===== config.mk =====
export PLATFORM = sky130hd
export DESIGN_NAME = wb_regfile
export DESIGN_NICKNAME = d
export VERILOG_FILES = /design/src/rtl/cpu_pkg.sv /design/src/rtl/wb_read_bypass.sv /design/src/rtl/wb_regfile.sv
export SDC_FILE = /design/constraint.sdc
export NUM_CORES = 1
export LEC_CHECK = 0
export ABC_AREA = 1
export CORE_MARGIN = 5
export CORE_UTILIZATION = 50
export CTS_CLUSTER_DIAMETER = 100
export DETAILED_ROUTE_END_ITERATION = 8
export GPL_TIMING_DRIVEN = 0
export PLACE_DENSITY = 0.74
export SYNTH_ARGS = -nofsm -noshare
export SYNTH_HDL_FRONTEND = slang
export SYNTH_HIERARCHICAL = 1
export SYNTH_SLANG_ARGS = --single-unit

===== constraint.sdc =====
create_clock -name clk -period 2.5 [get_ports clk]
set_input_delay 0.5 -clock clk [delete_from_list [all_inputs] [get_ports clk]]
set_output_delay 0.5 -clock clk [all_outputs]
set_load 0.01 [all_outputs]

===== src/rtl/cpu_pkg.sv =====
// rtl/cpu_pkg.sv - shared widths, types and commit-count helper for the CPU core
package cpu_pkg;

    localparam int DATA_W = 16;
    localparam int ADDR_W = 3;
    localparam int NREGS  = 8;
    localparam int CNT_W  = 16;

    typedef logic [ADDR_W-1:0] reg_idx_t;
    typedef logic [DATA_W-1:0] word_t;

    // A dual write to one index commits a single register, so it counts once.
    function automatic logic [1:0] commit_inc(input logic lo_we, input logic hi_we, input logic same_idx);
        if (lo_we && hi_we && !same_idx)
            return 2'd2;
        else if (lo_we || hi_we)
            return 2'd1;
        else
            return 2'd0;
    endfunction

endpackage


===== src/rtl/wb_read_bypass.sv =====
// rtl/wb_read_bypass.sv - one read port with write-to-read bypass, low port first
module wb_read_bypass
    import cpu_pkg::*;
#(
    parameter int DATA_W = cpu_pkg::DATA_W,
    parameter int ADDR_W = cpu_pkg::ADDR_W
) (
    input  logic [ADDR_W-1:0] rsrc,
    input  logic              lo_we,
    input  logic [ADDR_W-1:0] lo_idx,
    input  logic [DATA_W-1:0] lo_data,
    input  logic              hi_we,
    input  logic [ADDR_W-1:0] hi_idx,
    input  logic [DATA_W-1:0] hi_data,
    input  logic [DATA_W-1:0] reg_data,
    output logic [DATA_W-1:0] rdata
);

    // Same priority as the commit path, so a colliding write reads as it will be stored.
    always_comb begin
        rdata = reg_data;
        if (lo_we && (rsrc == lo_idx))
            rdata = lo_data;
        else if (hi_we && (rsrc == hi_idx))
            rdata = hi_data;
    end

endmodule


===== src/rtl/wb_regfile.sv =====
// rtl/wb_regfile.sv - writeback register file: dual commit, bypassed reads, commit counter
module wb_regfile
    import cpu_pkg::*;
#(
    parameter int DATA_W = cpu_pkg::DATA_W,
    parameter int ADDR_W = cpu_pkg::ADDR_W,
    parameter int NREGS  = cpu_pkg::NREGS
) (
    input  logic              clk,
    input  logic              reset,
    input  logic [ADDR_W-1:0] Rdst1_in,
    input  logic [DATA_W-1:0] Rdst1_val_in,
    input  logic [DATA_W-1:0] Data_in,
    input  logic              memToReg_in,
    input  logic              reglow_write_in,
    input  logic [ADDR_W-1:0] Rdst2_in,
    input  logic [DATA_W-1:0] Rdst2_val_in,
    input  logic              reghigh_write_in,
    input  logic [ADDR_W-1:0] Rsrc1_addr,
    input  logic [ADDR_W-1:0] Rsrc2_addr,
    output logic [DATA_W-1:0] Rsrc1_data,
    output logic [DATA_W-1:0] Rsrc2_data,
    output logic [15:0]       wb_count,
    output logic              collision_err
);

    logic [DATA_W-1:0] regs [NREGS];
    logic [DATA_W-1:0] wd_low;
    logic              same_idx;

    assign wd_low   = memToReg_in ? Data_in : Rdst1_val_in;
    assign same_idx = (Rdst1_in == Rdst2_in);

    // High port is written first so the low port overrides it on a collision.
    always_ff @(posedge clk) begin
        if (reset) begin
            for (int i = 0; i < NREGS; i++)
                regs[i] <= '0;
            wb_count      <= '0;
            collision_err <= 1'b0;
        end else begin
            if (reghigh_write_in)
                regs[Rdst2_in] <= Rdst2_val_in;
            if (reglow_write_in)
                regs[Rdst1_in] <= wd_low;
            wb_count      <= wb_count + {{(CNT_W-2){1'b0}},
                                         commit_inc(reglow_write_in, reghigh_write_in, same_idx)};
            collision_err <= reglow_write_in && reghigh_write_in && same_idx;
        end
    end

    wb_read_bypass #(.DATA_W(DATA_W), .ADDR_W(ADDR_W)) u_rd1 (
        .rsrc     (Rsrc1_addr),
        .lo_we    (reglow_write_in),
        .lo_idx   (Rdst1_in),
        .lo_data  (wd_low),
        .hi_we    (reghigh_write_in),
        .hi_idx   (Rdst2_in),
        .hi_data  (Rdst2_val_in),
        .reg_data (regs[Rsrc1_addr]),
        .rdata    (Rsrc1_data)
    );

    wb_read_bypass #(.DATA_W(DATA_W), .ADDR_W(ADDR_W)) u_rd2 (
        .rsrc     (Rsrc2_addr),
        .lo_we    (reglow_write_in),
        .lo_idx   (Rdst1_in),
        .lo_data  (wd_low),
        .hi_we    (reghigh_write_in),
        .hi_idx   (Rdst2_in),
        .hi_data  (Rdst2_val_in),
        .reg_data (regs[Rsrc2_addr]),
        .rdata    (Rsrc2_data)
    );

endmodule


======== Yosys cells after proc, flatten, opt, wreduce, memory -nomap -nowiden ========
Memory sizes are Yosys's and may differ from the RTL's.
Cells that the tools add are included.
word-level totals
  register bits ........................... 17
  bits in writable memories ............... 128
  input bits .............................. 65
  output and inout bits ................... 49
  logic and storage cells ................. 42
  memories ................................ 1
memories
  memory  depth  bits a word  rd ports  clocked after Yosys merged registers in  wr ports  line              text
  regs    8      16           2         0                                        8         wb_regfile.sv:27  logic [DATA_W-1:0] regs [NREGS];
cells by class
  add/sub/neg operators ................... 1
  eq/ne operators ......................... 5
  multiplexer cells ....................... 22
  reduce and logical (&&, ||, !) cells .... 11
operators with widths
  operator             count
  $mux W16             7
  $reduce_or A16 Y1    2
  $add A16 B2 Y16      1
  $eq A3 B3 Y1         5
  $mux W1              11
  $logic_and A1 B1 Y1  7
  $mux W3              2
  $mux W2              2
  $logic_not A1 Y1     1
  $logic_or A1 B1 Y1   1

======== Longest topological paths before layout ========
  word-level depth ........................ 6
  gate-level depth with buffers ........... 16

======== Hierarchy ========
Netlist, hierarchy kept.
modules (own cells, without submodules)
  module          instances  cells each  area each (um^2)
  wb_regfile      1          1018        8762.2
  wb_read_bypass  2          149         698.2

======== Least setup slack after synthesis ========
OpenSTA, ideal clock, no wires.
  path type ............................... in2reg
  start ................................... input Rdst1_in[1]
  end ..................................... register wb_count[12]
  arrival time ............................ 2.337 ns
  setup slack ............................. 0.050 ns
  stages on the path ...................... 15
  cells stage by stage .................... buf_4 xnor2_1 nand3_1 nand2_1 inv_1 nor2_1 ha_1 inv_1 fa_1 inv_1 nand2_1 nor2_2 nand3_1 nor2_1 nor2_1
between the ends
  cells in the longest elaborated chain, start to end .. 6
ends and longest elaborated chain
  what                    line              text
  start: declaration      wb_regfile.sv:11  input logic [ADDR_W-1:0] Rdst1_in,
  $eq A3 B3 Y1            wb_regfile.sv:32  assign same_idx = (Rdst1_in == Rdst2_in);
  $logic_not A1 Y1        cpu_pkg.sv:14     if (lo_we && hi_we && !same_idx)
  $logic_and A1 B1 Y1     cpu_pkg.sv:14
  $mux W2                 cpu_pkg.sv:14
  $mux W2                 wb_regfile.sv:36  if (reset) begin
  $add A16 B2 Y16         wb_regfile.sv:46  wb_count <= wb_count + {{(CNT_W-2){1'b0}},
  end signal: assignment  wb_regfile.sv:46
  end: declaration        wb_regfile.sv:23  output logic [15:0] wb_count,
Every way passes these cells. The select of a mux whose other input is x is not followed.
A chain may end at the register's enable or synchronous reset.

======== Worst setup path in the final report ========
  start ................................... input Rsrc1_addr[0]
  end ..................................... output Rsrc1_data[12]
between the ends
  cells in the longest elaborated chain, start to end .. 4
ends and longest elaborated chain
  what                                                    line                  text
  start: declaration                                      wb_regfile.sv:19      input logic [ADDR_W-1:0] Rsrc1_addr,
  branches (longest 3 deep; another with $mem_v2 Z8 W16)  --
  $mux W16 (*)                                            wb_read_bypass.sv:22  if (lo_we && (rsrc == lo_idx))
  end: declaration                                        wb_regfile.sv:21      output logic [DATA_W-1:0] Rsrc1_data,
Every way passes the cells marked *.

==> results.md <==
- Hold wc startpoint: wb_count[3]
- Cells after Synth: 1316
- Die Width: 153 um
- DP Area: 0.0117 mm^2
- Htree depth: 4
- Critical path arrival: 1.95 ns
- Clk buf depth: 2
- Max Slew Vio Count: 0
- ANT nets after route: 0
- Area grow syn2layout: 25.7%
- Hold Vio Cnt, Final: 0
- Remaining Overflow, GRT: 0
- Total CTS buffers: 17
- Synth area leaders: edfxtp_1 (38%), nand3_1 (8.3%), nand2_1 (8.1%)
- Sequential share of power: 0.404
- Hold Path End: wb_count[3]
- FF-to-FF path depth: 9
- Final wirelength: 34500 um
- FF-to-FF Start: wb_count[0]
- Crit-path max FO: 7
- Number of nets in the layout: 1539
- Register area share after synthesis: 0.412
- Routed WL per cell: 19.7 um
- Critical Path End Type: output pin
- TritonCTS clock tree: done
- Clock slew seen by the registers of the worst setup and hold paths: 0.07 ns
- Sw Ratio: 0.313
- Main synth FF type: edfxtp_1
- GRT Total Usage: 0.284
- Multi-input gate area: 0.00479 mm^2
- Starting Density: 0.505
- Clk_lat worst skew: 0.44 ns
- Ys async rst share: 0
- Psw: 2.23 mW
- Max Cap Violations: 0
- Synth top area share: 0.378
- Die Span Y: 153 um
- Gate power share: 0.230
- Leakage: 5.47 nW
- Reg2reg end: wb_count[6]
- Syn_nets: 1384
- Routability cong.: 0.905
- Hold Path Class: reg2reg
- Initial antenna violation count: 0
- Skew final: 0.00577 ns
- Post-synth design cell area: 0.0102 mm^2
- Core Box Area: 0.0201 mm^2
- First-pass GRT wire length: 52700 um
- Worst setup SP type: input pin
- Int Power: 4.89 mW
- Die area: 0.0233 mm^2
- Leading area contributor after synthesis: edfxtp_1
- Synth Area per Inst: 7.72 um^2
- Fin cells: 1754
- Vias: 10354
- CTS root buffer: clkbuf_16
- Tcrit/Tclk final: 0.981
- Peak supply drop: 538 uV
- Final min period: 2.45 ns
- IO buf count: 112
- Critical path data required time: 2.00 ns
- Design Area, Final: 0.0128 mm^2
- Max-slew headroom: 0.399
- Filler cells: 1766
- # DRC: 0
- Worst Path Class, Setup: in2out
- HPWL Detailed: 26200 um
- 1st-pass router iterations: 8
- Ant. Diodes: 0
- Clock share of power: 0.365
- Setup violators final: 0
- Number of global-route vias before repair: 9715
- RSZ-0062 raised after global routing: true
- Post-synthesis cell type count: 34
- #FFs+latches synth: 145
- Sink Count: 145
- Vias/cell: 5.90
- Ports: 114
- Post-synth EDFFs: 128
- Largest net degree at the start of global routing: 17
- WHS Path Cells: 1
- Power density over cell area: 557 mW/mm^2
- Dpl cells: 1703
- Row count: 52
- Worst Tran Pin Value: 0.898 ns
- Power Total: 7.12 mW
- Fmax: 408 MHz
- Yosys warnings: 6
- Register-to-register setup slack: 0.68 ns
- Violation count after the first detailed-route iteration: 1442
- Share of layout cells above drive strength 1: 0.187
- FF+latch area: 0.00418 mm^2
- Outcome: complete, no violations
how the worst max path moves through the flow:
stage	slack, ns	to	startpoint	cells after the start
floorplan	0.05	wb_count[12]	Rdst1_in[1]	15
global placement	-1.18	Rsrc2_data[1]	Rsrc2_addr[0]	11
detailed placement	-1.16	Rsrc2_data[1]	Rsrc2_addr[0]	11
CTS	0.00005	Rsrc2_data[1]	Rsrc2_addr[1]	12
global route	-0.06	Rsrc2_data[2]	Rsrc2_addr[0]	11
finish	0.05	Rsrc1_data[12]	Rsrc1_addr[0]	14
cell families after synthesis:
logic type	after synthesis	share of synthesized area
compound gates	342	0.203
xor+xnor	6	0.00517
simple gates	515	0.245
buf+inv	305	0.131
flops	145	0.412
fa+ha+maj	3	0.00443
worst max-delay path, stage by stage:
cell and delay (ns):
buf_8 0.12, buf_8 0.13, buf_12 0.14, buf_8 0.13
buf_4 0.12, nand2_1 0.06, o211ai_1 0.10, nand3_1 0.14
and2_4 0.16, inv_1 0.04, nand2_1 0.05, nand3_1 0.06
nand2_1 0.06, buf_2 0.12
layout by cell type (no fill, tap or decap), types with 10 or more instances in the layout:
cell type	synthesis	routed
edfxtp_1	128	128
nand3_1	169	162
nor2_1	39	39
clkbuf_2	0	25
inv_1	196	193
nand2_2	12	14
a21oi_1	71	63
buf_2	39	42
and2_1	50	37
nand3_2	4	11
clkbuf_16	0	23
clkdlybuf4s50_1	0	66
o211ai_1	70	70
nand2_1	220	218
buf_6	10	23
and2_4	0	13
buf_4	17	38
dfxtp_1	17	17
o21ai_0	67	58
o22ai_1	128	128
o21ai_1	2	10
power by group through the flow:
stage / sequential, mW / combinational (mW) / clock [mW]
2_1_floorplan: 2.91 / 0.902 / 0
3_3_place_gp: 2.92 / 1.52 / 0
3_5_place_dp: 2.93 / 1.54 / 0
4_1_cts: 2.88 / 1.56 / 2.57
5_1_grt: 2.89 / 1.79 / 2.68
6_report: 2.88 / 1.64 / 2.60
final cells by class:
| class | instances | area share |
|---|---|---|
| Tap cell | 270 | 0.0264 |
| Sequential cell | 145 | 0.328 |
| Inverter | 204 | 0.0605 |
| Clock buffer | 19 | 0.0372 |
| Clock inverter | 13 | 0.00970 |
| Buffer | 96 | 0.0670 |
| Multi-Input combinational cell | 866 | 0.375 |
| Timing Repair Buffer | 141 | 0.0966 |
cells in the mapped netlist (5+ instances only):
cell type	count
a21oi_1	71
and2_1	50
buf_1	5
buf_2	39
buf_4	17
buf_6	10
clkbuf_1	30
dfxtp_1	17
edfxtp_1	128
inv_1	196
inv_2	8
nand2_1	220
nand2_2	12
nand3_1	169
nor2_1	39
o211ai_1	70
o21ai_0	67
o22ai_1	128
xnor2_1	6
what timing repair did:
action	in CTS	in global routing
gates cloned	2	4
buffers inserted	7	11
hold buffers	0	0
pin swaps	26	37
endpoints found under the hold margin	0	0
setup endpoints to repair	76	47
gates resized for setup	216	104
through the flow:
step,setup slack (ns),TNS (ns),utilization,hold WS (ns)
2_1_floorplan,0.0496,0,-,0.507
3_3_place_gp,-1.18,-127.60,0.578,0.486
3_5_place_dp,-1.16,-93.72,0.580,0.499
4_1_cts,0.0000460,0,0.627,0.518
5_1_grt,-0.0648,-0.109,0.635,0.531
6_report,0.0466,0,0.635,0.515
routing by layer:
layer / wire [um] / track usage / part of all wire / up-vias
li1: - / - / - / 4871
met1: 14000 / 0.380 / 0.40 / 4718
met2: 15900 / 0.465 / 0.46 / 698
met3: 3930 / 0.0599 / 0.11 / 67
met4: 782 / 0.0874 / 0.023 / 0
met5: 0 / 0 / 0 / -
registers in the layout (all words and copies together), names as in the netlist:
register / count
regs: 128
wb_count: 16
collision_err: 1
Power figures use the tool's default switching activity.
